===== src/rtl/cm0_dap_cdc_send_hs_if.sv =====
// Sending-side handshake bundle for cm0_dap_cdc_send_hs: local valid/ready word port,
// launched data, far-domain request/acknowledge and busy status.
interface cm0_dap_cdc_send_hs_if #(
    parameter int unsigned WIDTH = 8
);
    logic             sendvalid;
    logic [WIDTH-1:0] senddata;
    logic             sendready;
    logic [WIDTH-1:0] regdo;
    logic             reqo;
    logic             acki;
    logic             busy;

    // master: local word source plus far-domain acknowledger; slave: the launch block
    modport master (
        output sendvalid, senddata, acki,
        input  sendready, regdo, reqo, busy
    );
    modport slave (
        input  sendvalid, senddata, acki,
        output sendready, regdo, reqo, busy
    );
endinterface


===== src/rtl/cm0_dap_cdc_send_hs.sv =====
// Multi-bit CDC launch register with req/ack handshake (4-phase or 2-phase toggle).
// Optional one-entry skid buffer enabled by defining CM0_DAP_CDC_SEND_SKID_EN.
module cm0_dap_cdc_send_hs #(
    parameter int unsigned PRESENT     = 1,
    parameter int unsigned WIDTH       = 8,
    parameter int unsigned SYNC_STAGES = 2,
    parameter int unsigned FOUR_PHASE  = 1
) (
    input logic                 regclk,
    input logic                 rarregreset,
    cm0_dap_cdc_send_hs_if.slave hs
);

    typedef enum logic [1:0] {StIdle, StWaitAck, StWaitRel} state_e;

    if (PRESENT != 0) begin : g_present
        state_e                 state_q, state_d;
        logic [SYNC_STAGES-1:0] ack_sync_q;
        logic                   ack_s;
        logic                   accept;
        logic                   ack_done;
        logic                   pending;
        logic                   launch;
        logic                   reqo_q, reqo_d;
        logic [WIDTH-1:0]       regdo_q;
        logic [WIDTH-1:0]       launch_data;
        logic                   skid_v;
        logic                   sendready;
        logic                   busy;

        // ACKI is sampled only here
        always_ff @(posedge regclk or posedge rarregreset) begin
            if (rarregreset) ack_sync_q <= '0;
            else             ack_sync_q <= {ack_sync_q[SYNC_STAGES-2:0], hs.acki};
        end
        assign ack_s = ack_sync_q[SYNC_STAGES-1];

        assign accept  = hs.sendvalid && sendready;
        assign pending = skid_v || accept;

        // State register
        always_ff @(posedge regclk or posedge rarregreset) begin
            if (rarregreset) state_q <= StIdle;
            else             state_q <= state_d;
        end

        // Next state; ack_done marks the edge on which the handshake completes
        always_comb begin
            state_d  = state_q;
            ack_done = 1'b0;
            unique case (state_q)
                StIdle: begin
                    if (accept) state_d = StWaitAck;
                end
                StWaitAck: begin
                    if (FOUR_PHASE != 0) begin
                        if (ack_s) state_d = StWaitRel;
                    end else if (ack_s == reqo_q) begin
                        ack_done = 1'b1;
                    end
                end
                StWaitRel: begin
                    if (!ack_s) ack_done = 1'b1;
                end
                default: state_d = StIdle;
            endcase
            if (ack_done) state_d = pending ? StWaitAck : StIdle;
        end

        // Outputs decoded from state
        always_comb begin
`ifdef CM0_DAP_CDC_SEND_SKID_EN
            sendready = (state_q == StIdle) || !skid_v;
`else
            sendready = (state_q == StIdle);
`endif
            busy = (state_q != StIdle) || skid_v;
        end

        // A completing handshake relaunches straight away if a word is waiting
        assign launch = ((state_q == StIdle) && accept) || (ack_done && pending);

        always_comb begin
            reqo_d = reqo_q;
            if (launch) begin
                reqo_d = (FOUR_PHASE != 0) ? 1'b1 : !reqo_q;
            end else if ((FOUR_PHASE != 0) && (state_q == StWaitAck) && ack_s) begin
                reqo_d = 1'b0;
            end
        end

        always_ff @(posedge regclk or posedge rarregreset) begin
            if (rarregreset) reqo_q <= 1'b0;
            else             reqo_q <= reqo_d;
        end

        // Hold-enable register: REGDO only moves on a launch edge
        always_ff @(posedge regclk or posedge rarregreset) begin
            if (rarregreset)  regdo_q <= '0;
            else if (launch)  regdo_q <= launch_data;
        end

`ifdef CM0_DAP_CDC_SEND_SKID_EN
        logic             skid_valid_q;
        logic [WIDTH-1:0] skid_q;
        logic             buf_wr;

        assign buf_wr = accept && (state_q != StIdle) && !ack_done;

        always_ff @(posedge regclk or posedge rarregreset) begin
            if (rarregreset) begin
                skid_valid_q <= 1'b0;
                skid_q       <= '0;
            end else if (buf_wr) begin
                skid_valid_q <= 1'b1;
                skid_q       <= hs.senddata;
            end else if (ack_done && skid_valid_q) begin
                skid_valid_q <= 1'b0;
            end
        end

        assign skid_v      = skid_valid_q;
        assign launch_data = skid_valid_q ? skid_q : hs.senddata;
`else
        assign skid_v      = 1'b0;
        assign launch_data = hs.senddata;
`endif

        assign hs.sendready = sendready;
        assign hs.busy      = busy;
        assign hs.reqo      = reqo_q;
        assign hs.regdo     = regdo_q;
    end else begin : g_absent
        assign hs.sendready = 1'b1;
        assign hs.busy      = 1'b0;
        assign hs.reqo      = 1'b0;
        assign hs.regdo     = '0;
    end

endmodule


===== src/flat_wrapper.sv =====
// flat-port wrapper written by rule: the top's interface ports become plain ports
module cm0_dap_cdc_send_hs_flat 
#(
    parameter int unsigned PRESENT     = 1,
    parameter int unsigned WIDTH       = 8,
    parameter int unsigned SYNC_STAGES = 2,
    parameter int unsigned FOUR_PHASE  = 1
)
  (regclk, rarregreset, hs_sendvalid, hs_senddata, hs_acki, hs_sendready, hs_regdo, hs_reqo, hs_busy);
  cm0_dap_cdc_send_hs_if #(.WIDTH(WIDTH)) hs_i ();
  input logic regclk;
  input logic rarregreset;
  input wire logic [$bits(hs_i.sendvalid)-1:0] hs_sendvalid;
  input wire logic [$bits(hs_i.senddata)-1:0] hs_senddata;
  input wire logic [$bits(hs_i.acki)-1:0] hs_acki;
  output wire logic [$bits(hs_i.sendready)-1:0] hs_sendready;
  output wire logic [$bits(hs_i.regdo)-1:0] hs_regdo;
  output wire logic [$bits(hs_i.reqo)-1:0] hs_reqo;
  output wire logic [$bits(hs_i.busy)-1:0] hs_busy;
  assign hs_i.sendvalid = hs_sendvalid;
  assign hs_i.senddata = hs_senddata;
  assign hs_i.acki = hs_acki;
  assign hs_sendready = hs_i.sendready;
  assign hs_regdo = hs_i.regdo;
  assign hs_reqo = hs_i.reqo;
  assign hs_busy = hs_i.busy;
  cm0_dap_cdc_send_hs #(.PRESENT(PRESENT), .WIDTH(WIDTH), .SYNC_STAGES(SYNC_STAGES), .FOUR_PHASE(FOUR_PHASE)) u_core (.regclk(regclk), .rarregreset(rarregreset), .hs(hs_i));
endmodule

===== config.mk =====
export PLATFORM = sky130hd
export DESIGN_NAME = cm0_dap_cdc_send_hs_flat
export DESIGN_NICKNAME = d
export VERILOG_FILES = /design/src/rtl/cm0_dap_cdc_send_hs_if.sv /design/src/rtl/cm0_dap_cdc_send_hs.sv /design/src/flat_wrapper.sv
export SDC_FILE = /design/constraint.sdc
export NUM_CORES = 1
export LEC_CHECK = 0
export ABC_CLOCK_PERIOD_IN_PS = 1700
export BUFFER_PORTS_ARGS = -buffer_cell sky130_fd_sc_hd__clkbuf_2
export CAP_MARGIN = 20
export CORE_MARGIN = 2
export CORE_UTILIZATION = 35
export CTS_CLUSTER_DIAMETER = 150
export DETAILED_ROUTE_END_ITERATION = 8
export PLACE_DENSITY_LB_ADDON = 0.2
export SLEW_MARGIN = 20
export SYNTH_ARGS = -nofsm -noshare
export SYNTH_HDL_FRONTEND = slang
export SYNTH_SLANG_ARGS = --single-unit

===== constraint.sdc =====
create_clock -name regclk -period 1.7 [get_ports regclk]
set_clock_uncertainty 0.05 [all_clocks]
set_input_delay 0.34 -clock regclk [delete_from_list [all_inputs] [get_ports regclk]]
set_output_delay 0.34 -clock regclk [all_outputs]
set_load 0.02 [all_outputs]

Yosys cells after proc, flatten, opt, wreduce, memory -nomap -nowiden:

Cells that the tools add are included.

* eq/ne operators: 5
* muxes and demuxes: 9
* reductions and logical operators: 9

Operators by type and width (number)
* $mux 2: 3
* $ne 3x1->1 const B: 2
* $pmux 2 s3: 1
* $mux 1: 5
* $logic_and 1x1->1: 4
* $reduce_bool 2->1: 2
* $reduce_and 3->1: 1
* $eq 2x1->1 const B: 1
* $eq 2x2->1 const B: 1
* $logic_not 2->1: 1
* $ne 2x1->1 const B: 1
* $logic_or 1x1->1: 1

* register bits: 13
* input bits: 12
* logic and storage cells: 27
* output and inout bits: 11

Depth between registers and ports, before layout:

* word-level depth: 5
* gate-level depth with buffers: 4
* depth with buffers taken out: 3

Worst setup path after synthesis:

OpenSTA, ideal clock, no wires.

* path kind: register to register
* from: reg u_core.g_present.state_q[1]
* to: reg u_core.g_present.regdo_q[0], in the netlist u_core.hs.regdo[0]
* period minus slack after synthesis: 1.472 ns
* stages on the path, launching flop included: 5
* data required time: 1.525 ns
* setup time: 0.125 ns
* data arrival time: 1.297 ns
* slack: 0.228 ns
* path buffers: 1
* cells stage by stage: dfrtp_1 > nor2_2 > and2_4 > buf_6 > mux2_4

* word-level cells in the longest chain between the ends: 4
* elaborated cells on any way between the ends: 7
* those cells by class: eq/ne: 1; mux: 1; reduce/logical: 5

RTL lines
* start: declaration: line cm0_dap_cdc_send_hs.sv:17 `state_e state_q, state_d;`
* start signal: assignment: line cm0_dap_cdc_send_hs.sv:43 `if (rarregreset) state_q <= StIdle;`
* start signal: assignment: line cm0_dap_cdc_send_hs.sv:44 `else state_q <= state_d;`
* $logic_not 2->1 (*): line cm0_dap_cdc_send_hs.sv:75 `sendready = (state_q == StIdle);`
* via hs_sendready: line flat_wrapper.sv:16 `output wire logic [$bits(hs_i.sendready)-1:0] hs_sendready;`
* $logic_and 1x1->1: line cm0_dap_cdc_send_hs.sv:38 `assign accept = hs.sendvalid && sendready;`
* $logic_and 1x1->1: line cm0_dap_cdc_send_hs.sv:81 `assign launch = ((state_q == StIdle) && accept) || (ack_done && pending);`
* $logic_or 1x1->1 (*): line cm0_dap_cdc_send_hs.sv:81
* end signal: assignment: line cm0_dap_cdc_send_hs.sv:100 `else if (launch) regdo_q <= launch_data;`
* end: declaration: line cm0_dap_cdc_send_hs.sv:25 `logic [WIDTH-1:0] regdo_q;`

The timed path passes the listed nets; every way through them passes the cells marked *.
A chain may end at the register's enable or synchronous reset.

Worst setup path in the final report:

* from: reg u_core.g_present.state_q[1]
* to: out hs_busy

* word-level cells in the longest chain between the ends: 1

RTL lines
* $reduce_bool 2->1: line cm0_dap_cdc_send_hs.sv:77 `busy = (state_q != StIdle) || skid_v;`
* end: declaration: line flat_wrapper.sv:19 `output wire logic [$bits(hs_i.busy)-1:0] hs_busy;`

Every way passes these cells.

==> results.md <==
* Final Critical Period at 1.440 ns
* Hold WC Path Type: input port to asynchronous set/reset pin
* Hpwl dp at 658.8 um
* Yosys reg bits at 13
* CTS tree: done
* Root buffer cell: clkbuf_4
* Max FO, Critical Path at 5
* Wire length per cell at 11.64 um
* Drt first pass iters at 2
* Main area contributors after synthesis: dfrtp_1 (62%), mux2_4 (23%), inv_1 (2.9%)
* Crit Path Class: flip-flop to output port
* Vias in the first global route at 317
* Primary FF master, synth: dfrtp_1
* Die Area at 1828 um^2
* Syn nets at 47
* Gpl congestion at 0.6916
* Nets@finish at 73
* Synth top area share at 61.90%
* Worst EP arrival at 1.05 ns
* Slowest stage delay, CP at 0.43 ns
* Final ANT Viol Nets at 0
* Cts hold-fix bufs at 0
* Slowest-stage cell, CP: dfrtp_1
* Total GRT Usage at 10.97%
* Skew-Pair Late Insertion Delay at 0.27 ns
* TritonCTS Sinks at 13
* Power per cell area at 2061 nW/um^2
* Most numerous cell in the Yosys netlist: dfrtp_1
* Core area at 1350 um^2
* CTS Buffer Depth at 2
* Syn Area/Cell at 15.01 um^2
* Final WS setup at 0.2599 ns
* Post-CTS Setup Bufs at 0
* Crit-path cells: nor2_2 > inv_1 > clkbuf_2
* Max frequency at 694.4 MHz
* Hold Vio Cnt, Final at 0
* Netlist cell types at 11
* Fin Setup TNS at 0 ns
* Peak supply drop at 0.8087 mV
* Max-Cap Viols at 0
* Hold Worst Slack at 0.01008 ns
* Clk pin slew, worst setup/hold paths at 0.08 ns
* Post-Syn Area at 525.5 um^2
* Final worst-path cycle share at 84.71%
* Least-Margin Pin Slew at 0.4883 ns
* RSZ-0062 raised after global routing: no
* Final Max Tran Viols at 0
* EDFF count, synth at 0
* Starting Density at 38.92%
* Sequential share of the synthesized area at 61.90%
* Share of flip-flops with an asynchronous set or reset at 100.0%
* Gr ovfl total at 0
* Pre-CTS setup slack at 0.3751 ns
* Port Buffer Count at 22
* Die Y at 42.75 um
* Fin cells at 75
* CP Launch Type: flip-flop
* CP Data Required Time at 1.31 ns
* Setup violators final at 0
* Antenna violations before repair at 0
* Residual DRC at 0
* Row Count at 13
* Worst reg2reg setup slack at 0.38 ns
* Via Count at 328
* Cell taking the most area after synthesis: dfrtp_1
* R2R depth at 3
* Largest net degree at the start of global routing at 14
* # placed instances at 71
* WL final at 873 um
* First-pass GRT wire length at 1428 um
* Most common library cells after synthesis: dfrtp_1 (13), mux2_4 (8), inv_1 (4), nor2_1 (2), o21ai_0 (2)
* Setup crit end kind: output port
* Final Total Pwr at 1.380 mW
* Total CTS buffers at 3
* Outcome: complete, no violations
* Post-CTS sizing at 0
* Ports at 23
* Post-Synthesis Cells at 35
* 1st-iter DRT viols at 3
* Leakage at 0.3535 nW
* Reg-to-Reg End: u_core.hs.regdo[3]
* Slew HR at 67.41%
* FF-to-FF Start: u_core.g_present.state_q[1]
* Share of cells above drive strength 1 at 58.33%
* Synthesis warning total at 0
* Vias/cell at 4.373
* Syn-to-layout area delta at 27.38%
* H-tree levels at 1
* Die width at 42.75 um
* Inserted Diodes at 0
state kept, by name, indices dropped and copies added, names as in the netlist:
register                     count
u_core.g_present.state_q         2
u_core.g_present.ack_sync_q      2
u_core.hs.reqo                   1
u_core.hs.regdo                  8
cell type report:
| type | instances | area (um^2) |
|---|---|---|
| flip-flops and latches | 13 | 325.3 |
| fillers | 124 | 680.7 |
| inverters | 4 | 15.01 |
| multi-input cells | 17 | 173.9 |
| well taps | 15 | 18.77 |
| repair buffers | 22 | 110.1 |
| clock buffers | 4 | 26.28 |
critical path, delay by kind of cell (launching register included):
kind	cells	cell delay, ns
DFF	1	0.43
buffers and inverters	2	0.20
and+or+nand+nor	1	0.16
stage by stage:
stage	cell area [um^2]	utilization, %
floorplan	525.5	-
global placement	643.1	47.64
detailed placement	643.1	47.64
CTS	669.4	49.58
global route	669.4	49.58
finish	669.4	49.58
how the worst max path moves through the flow:
| stage | end | cells after the start | startpoint |
|---|---|---|---|
| global placement | u_core.hs.regdo[3] | 3 | u_core.g_present.state_q[1] |
| floorplan | u_core.hs.regdo[0] | 4 | u_core.g_present.state_q[1] |
| global route | hs_busy | 3 | u_core.g_present.state_q[1] |
| finish | hs_busy | 3 | u_core.g_present.state_q[1] |
| detailed placement | u_core.hs.regdo[1] | 3 | u_core.g_present.state_q[1] |
| CTS | hs_busy | 3 | u_core.g_present.state_q[1] |
cells in the final DEF, fill, tap and decap left out:
cell / instances
nor2_1: 2
clkbuf_2: 22
nor2_2: 1
mux2_4: 8
inv_1: 4
o21ai_0: 2
a21oi_1: 1
dfrtp_1: 13
a211oi_1: 1
xnor2_1: 1
clkbuf_4: 3
and2_4: 1
clkbuf_1: 1
cell families (layout without fill, tap and decap cells):
family	after synthesis	in the layout	share of synthesized area, %
buf+inv	5	30	4.999
simple gates	4	4	4.287
xor+xnor	1	1	1.667
mux	8	8	22.86
compound gates	4	4	4.285
flops	13	13	61.90
report_power, final:
group,leakage [nW],switching [mW],internal (mW)
Combinational,0.186,0.338,0.317
Sequential,0.153,0.0960,0.446
Clock,0.0150,0.0930,0.0908
Total,0.353,0.527,0.853
metal layers:
| metal | GRT usage (%) | up-vias | part of all wire, % |
|---|---|---|---|
| met2 | 16.36 | 20 | 49 |
| met1 | 13.07 | 144 | 41 |
| met5 | 0 | - | 0 |
| met4 | 1.875 | 0 | 0 |
| li1 | - | 164 | - |
| met3 | 7.660 | 0 | 10 |
No activity file was read; power rests on OpenSTA's default activity.
